===== src/rtl/fwd_hazard_unit.sv =====
// Operand forwarding, WB->ID bypass and load-use stall sequencing for the
// 5-stage pipeline, with a saturating stall-cycle performance counter.
module fwd_hazard_unit #(
    parameter int unsigned ADDR_W   = 5,
    parameter int unsigned NUM_SRC  = 2,
    parameter int unsigned LOAD_LAT = 1,
    parameter int unsigned CNT_W    = 16
) (
    input  logic                        clk_i,
    input  logic                        rst_i,
    input  logic                        id_valid_i,
    input  logic [NUM_SRC*ADDR_W-1:0]   id_src_addr_i,
    input  logic [NUM_SRC*ADDR_W-1:0]   ex_src_addr_i,
    input  logic [ADDR_W-1:0]           ex_rd_i,
    input  logic                        ex_regwrite_i,
    input  logic                        ex_memread_i,
    input  logic [ADDR_W-1:0]           mem_rd_i,
    input  logic                        mem_regwrite_i,
    input  logic [ADDR_W-1:0]           wb_rd_i,
    input  logic                        wb_regwrite_i,
    output logic [NUM_SRC*2-1:0]        ex_fwd_sel_o,
    output logic [NUM_SRC-1:0]          id_bypass_o,
    output logic                        stall_o,
    output logic                        bubble_o,
    output logic [CNT_W-1:0]            stall_cnt_o
);

    typedef enum logic {
        IDLE,
        STALL
    } state_t;

    state_t           state;
    logic [3:0]       cnt;
    logic [CNT_W-1:0] stallCnt;
    logic             hazard;
    logic             memHit;
    logic             wbHit;
    logic             exHit;
    logic             wbLive;
    logic             memLive;

    assign memLive = mem_regwrite_i && (mem_rd_i != '0);
    assign wbLive  = wb_regwrite_i && (wb_rd_i != '0);

    // MEM result is younger than WB, so it wins when both match.
    always_comb begin
        ex_fwd_sel_o = '0;
        id_bypass_o  = '0;
        memHit       = 1'b0;
        wbHit        = 1'b0;
        for (int unsigned k = 0; k < NUM_SRC; k++) begin
            memHit = memLive && (mem_rd_i == ex_src_addr_i[k*ADDR_W +: ADDR_W]);
            wbHit  = wbLive && (wb_rd_i == ex_src_addr_i[k*ADDR_W +: ADDR_W]);
            if (memHit) begin
                ex_fwd_sel_o[k*2 +: 2] = 2'b10;
            end else if (wbHit) begin
                ex_fwd_sel_o[k*2 +: 2] = 2'b01;
            end
            id_bypass_o[k] = wbLive && (wb_rd_i == id_src_addr_i[k*ADDR_W +: ADDR_W]);
        end
    end

    always_comb begin
        exHit = 1'b0;
        for (int unsigned k = 0; k < NUM_SRC; k++) begin
            exHit = exHit | (ex_rd_i == id_src_addr_i[k*ADDR_W +: ADDR_W]);
        end
        hazard = id_valid_i && ex_regwrite_i && ex_memread_i && (ex_rd_i != '0) && exHit;
    end

    // The first stall cycle is the combinational IDLE one; STALL covers the rest.
    assign stall_o     = (state == STALL) || hazard;
    assign bubble_o    = stall_o;
    assign stall_cnt_o = stallCnt;

    always_ff @(posedge clk_i or posedge rst_i) begin
        if (rst_i) begin
            state    <= IDLE;
            cnt      <= '0;
            stallCnt <= '0;
        end else begin
            if (stall_o && (stallCnt != '1)) begin
                stallCnt <= stallCnt + CNT_W'(1);
            end
            case (state)
                IDLE: begin
                    if (hazard && (LOAD_LAT > 1)) begin
                        state <= STALL;
                        cnt   <= 4'(LOAD_LAT - 1);
                    end
                end
                STALL: begin
                    cnt <= cnt - 4'd1;
                    if (cnt == 4'd1) begin
                        state <= IDLE;
                    end
                end
                default: begin
                    state <= IDLE;
                    cnt   <= '0;
                end
            endcase
        end
    end

endmodule


===== config.mk =====
export PLATFORM = sky130hd
export DESIGN_NAME = fwd_hazard_unit
export DESIGN_NICKNAME = d
export VERILOG_FILES = /design/src/rtl/fwd_hazard_unit.sv
export SDC_FILE = /design/constraint.sdc
export NUM_CORES = 1
export LEC_CHECK = 0
export ABC_AREA = 1
export CORE_MARGIN = 1
export CORE_UTILIZATION = 25
export CTS_BUF_LIST = sky130_fd_sc_hd__clkbuf_8
export CTS_CLUSTER_SIZE = 40
export DETAILED_ROUTE_END_ITERATION = 10
export PLACE_DENSITY = 0.48
export SYNTH_ARGS = -nofsm -noshare
export SYNTH_HDL_FRONTEND = slang
export SYNTH_SLANG_ARGS = --single-unit
export TNS_END_PERCENT = 1

===== constraint.sdc =====
create_clock -name clk_i -period 1.7 [get_ports clk_i]
set_input_delay 0.34 -clock clk_i [delete_from_list [all_inputs] [get_ports clk_i]]
set_output_delay 0.34 -clock clk_i [all_outputs]
set_load 0.02 [all_outputs]

==> run_results.csv <==
group,metric,value,unit
logic_synthesis,synth_area_leaders,"dfrtp_1 29%, nand2_1 15%, xor2_1 12%",
setup_path,r2r-end,"stall_cnt_o[13]",
global_routing,grt_max_degree,23,
die,die_height,87.86,um
die,rows,30,
logic_synthesis,netlist_area,1843,um2
routing,wl_met2,2566,um
logic_synthesis,ys_ff_latch,21,
run_status,outcome,"complete, no violations",
die,die_w,87.86,um
logic_synthesis,syn_nets,310,
clock_tree,cts_tree,"yes",
placed_design,dp_hpwl,4156,um
routing,dr.pass1.iters,4,
global_routing,antenna_found_initial,0,
timing,slew_violations,0,
layout,n_fill_cell,759,
layout,diodes,0,
die,dieArea,7719,um2
clock_tree,cts_sinks,21,
timing,max_slew_margin,79.32,%
layout,areaGrowthSynthToFinish,45.89,%
timing,fmax,596.5,MHz
clock_tree,holdBufCountCts,0,
logic_synthesis,synth_top_area_cell,"dfrtp_1",
power,powerDensity,456.2,nW/um2
logic_synthesis,synthFlopType,"dfrtp_1",
timing,finalSetupTns,0,ns
setup_path,r2r_setup_slack,0.15,ns
clock_tree,clk_latency,0.27,ns
routing,top_layer,"met4",
logic_synthesis,synth-edff-count,0,
routing,postRouteWirelength,5131,um
logic_synthesis,ys_top_cells_by_count,"75 x nand2_1, 32 x inv_1, 28 x nand3_1",
worst_hold_path,hold_path_class,"input port to async pin",
global_routing,grt_overflow_total,0,
setup_path,required,1.36,ns
timing,worst_slew_pin_slew,0.3074,ns
routing,dr_wl_met3,139,um
timing,min_period_over_period,98.61,%
die,core,6944,um2
global_routing,grt_pass1_wl,8217,um
placed_design,placed_area,2679,um2
setup_path,endpoint_kind,"output pin",
flow_run,cap_violations,0,
die,ios,66,
clock_tree,cts_inserted_buffers,3,
routing,drt-vias-per-instance,4.190,
logic_synthesis,synth_top_area_share,28.51,%
setup_path,reg2reg_depth,8,
global_routing,grt_pass1_vias,1754,
logic_synthesis,avgSynthCellArea,6.955,um2
routing,num_vias,1827,
clock_tree,cts_max_level,1,
layout,nets,386,
setup_path,r2r_start,"stall_cnt_o[1]",
setup_path,crit_path_start_kind,"input port",
timing,finalSetupViolCount,0,
clock_tree,root_buffer,"clkbuf_8",
power,leakagePower,1.448,nW
logic_synthesis,syn_inst,265,
setup_path,crit_chain,"dlygate4sd2_1, xor2_1, nor3_1, nand4_1, nor2_1, buf_4",
timing,hold_viol,0,
timing,min_period,1.676,ns
routing,drt-met1-wl,2361,um
logic_synthesis,yosysWarnings,0,
layout,final_area,2689,um2
setup_path,critPathMaxStageDelay,0.27,ns
logic_synthesis,synth_seq_area_share,28.51,%
timing,fin_worst_skew,0.002457,ns
routing,drt_iter0_drc,67,
layout,final_util,38.72,%
logic_synthesis,post-synth-top-count-cell,"nand2_1",
die,initial_utilization,26.54,%
routing,post-route-drc-count,0,
setup_path,crit_slowest_cell,"dlygate4sd2_1",
timing,rsz0062_at_grt,"true",
routing,wl_per_cell,11.77,um
logic_synthesis,ys_async_sr_fraction,100.0,%
placed_design,io_buffers,65,
layout,drive_gt1_share,23.24,%
power,ir_drop,0.0003046,V
clock_tree,clk_path_buf_depth,2,
global_routing,track_usage,13.65,%
placed_design,gp_congestion,0.8496,
clock_tree,clkTransAtPathRegs,0.08,ns
logic_synthesis,synth_cell_type_count,25,
routing,antenna_left,0,
setup_path,crit_type,"input port to output pin",
setup_path,worstPathMaxFanout,2,
setup_path,arrival,1.34,ns
## metal layers
metal	track usage (%)	vias up
met4	2.534	0
met5	0	-
met1	18.04	820
met3	1.979	6
li1	-	974
met2	23.75	27
## state kept, by name, summed over array words and instances (netlist names)
register     count
cnt              4
stall_cnt_o     16
state            1
## kinds of logic (layout without fill, tap and decap cells)
group | Yosys count | after routing | synth area share (%)
xor gates and xnor gates | 44 | 44 | 20.91
buffers and inverters | 45 | 120 | 10.66
AOI/OAI and AO/OA | 4 | 4 | 1.086
DFF | 21 | 21 | 28.51
adders and majority gates | 3 | 3 | 2.037
and+or+nand+nor | 148 | 148 | 36.80
## repair_timing
item                                    in CTS  in global routing
hold endpoints to repair                     0                  0
pin swaps                                   16                 10
gates resized for setup                    143                 28
endpoints found under the setup margin      33                 23
gates cloned                                 0                  0
buffers inserted                             0                  0
## placed cells by master, fill, tap and decap left out, types with 3 or more instances in the layout
cell             Yosys  routed
dfrtp_1             21      21
buf_4                3      18
xnor2_1             19      15
nor2_1              22      22
inv_2                2       4
xor2_1              25      25
clkbuf_2             0       8
buf_6                2       3
clkdlybuf4s50_1      0       9
nand2_1             75      73
ha_1                 3       3
nand4_1              4       4
dlygate4sd2_1        0      16
nor3_1               5       4
xnor2_2              0       4
nand2_2              2       3
clkbuf_8             0       3
dlymetal6s2s_1       0       4
clkdlybuf4s15_2      0       8
nand3_1             28      28
inv_1               32      30
buf_2                1      14
## where the power goes
group          internal, mW  total [mW]  switching [mW]
registers             0.511       0.518         0.00680
clock network         0.166       0.349           0.183
logic                 0.177       0.360           0.183
## area by class of cell
cell class | count | area [um2] | share of cell area, %
multi-input combinational | 199 | 1197 | 44.53
tap | 96 | 120.1 | 4.467
timing repair buffer | 82 | 669.4 | 24.90
clock buffer | 3 | 41.29 | 1.536
inverter | 34 | 127.6 | 4.746
clock inverter | 1 | 7.507 | 0.2792
sequential | 21 | 525.5 | 19.54
## critical path: cells and delay by family
kind	cells	cell delay [ns]
and+or+nand+nor	3	0.42
xor gates and xnor gates	1	0.17
buffers and inverters	2	0.41
## how the worst max path moves through the flow
stage | start | to | slack, ns | cells past startpoint
3_5_place_dp | mem_rd_i[0] | ex_fwd_sel_o[3] | -0.82 | 6
5_1_grt | wb_rd_i[2] | ex_fwd_sel_o[0] | -0.04 | 8
4_1_cts | ex_src_addr_i[0] | ex_fwd_sel_o[0] | -0.02 | 6
3_3_place_gp | mem_rd_i[0] | ex_fwd_sel_o[3] | -0.81 | 6
2_1_floorplan | wb_rd_i[2] | id_bypass_o[0] | -0.10 | 5
6_report | ex_src_addr_i[6] | ex_fwd_sel_o[2] | 0.02 | 6
## through the flow
stage          worst slack, ns  instances  hold WS, ns  power, mW
2_1_floorplan          -0.1042        265       0.3165     0.6975
3_5_place_dp           -0.8234        432       0.4581     0.9135
5_1_grt               -0.04378        436       0.4339      1.302
4_1_cts               -0.01694        436       0.3951      1.249
3_3_place_gp           -0.8147        432       0.4608     0.9113
6_report               0.02363        436       0.3954      1.227
No activity file was read; power rests on OpenSTA's default activity.
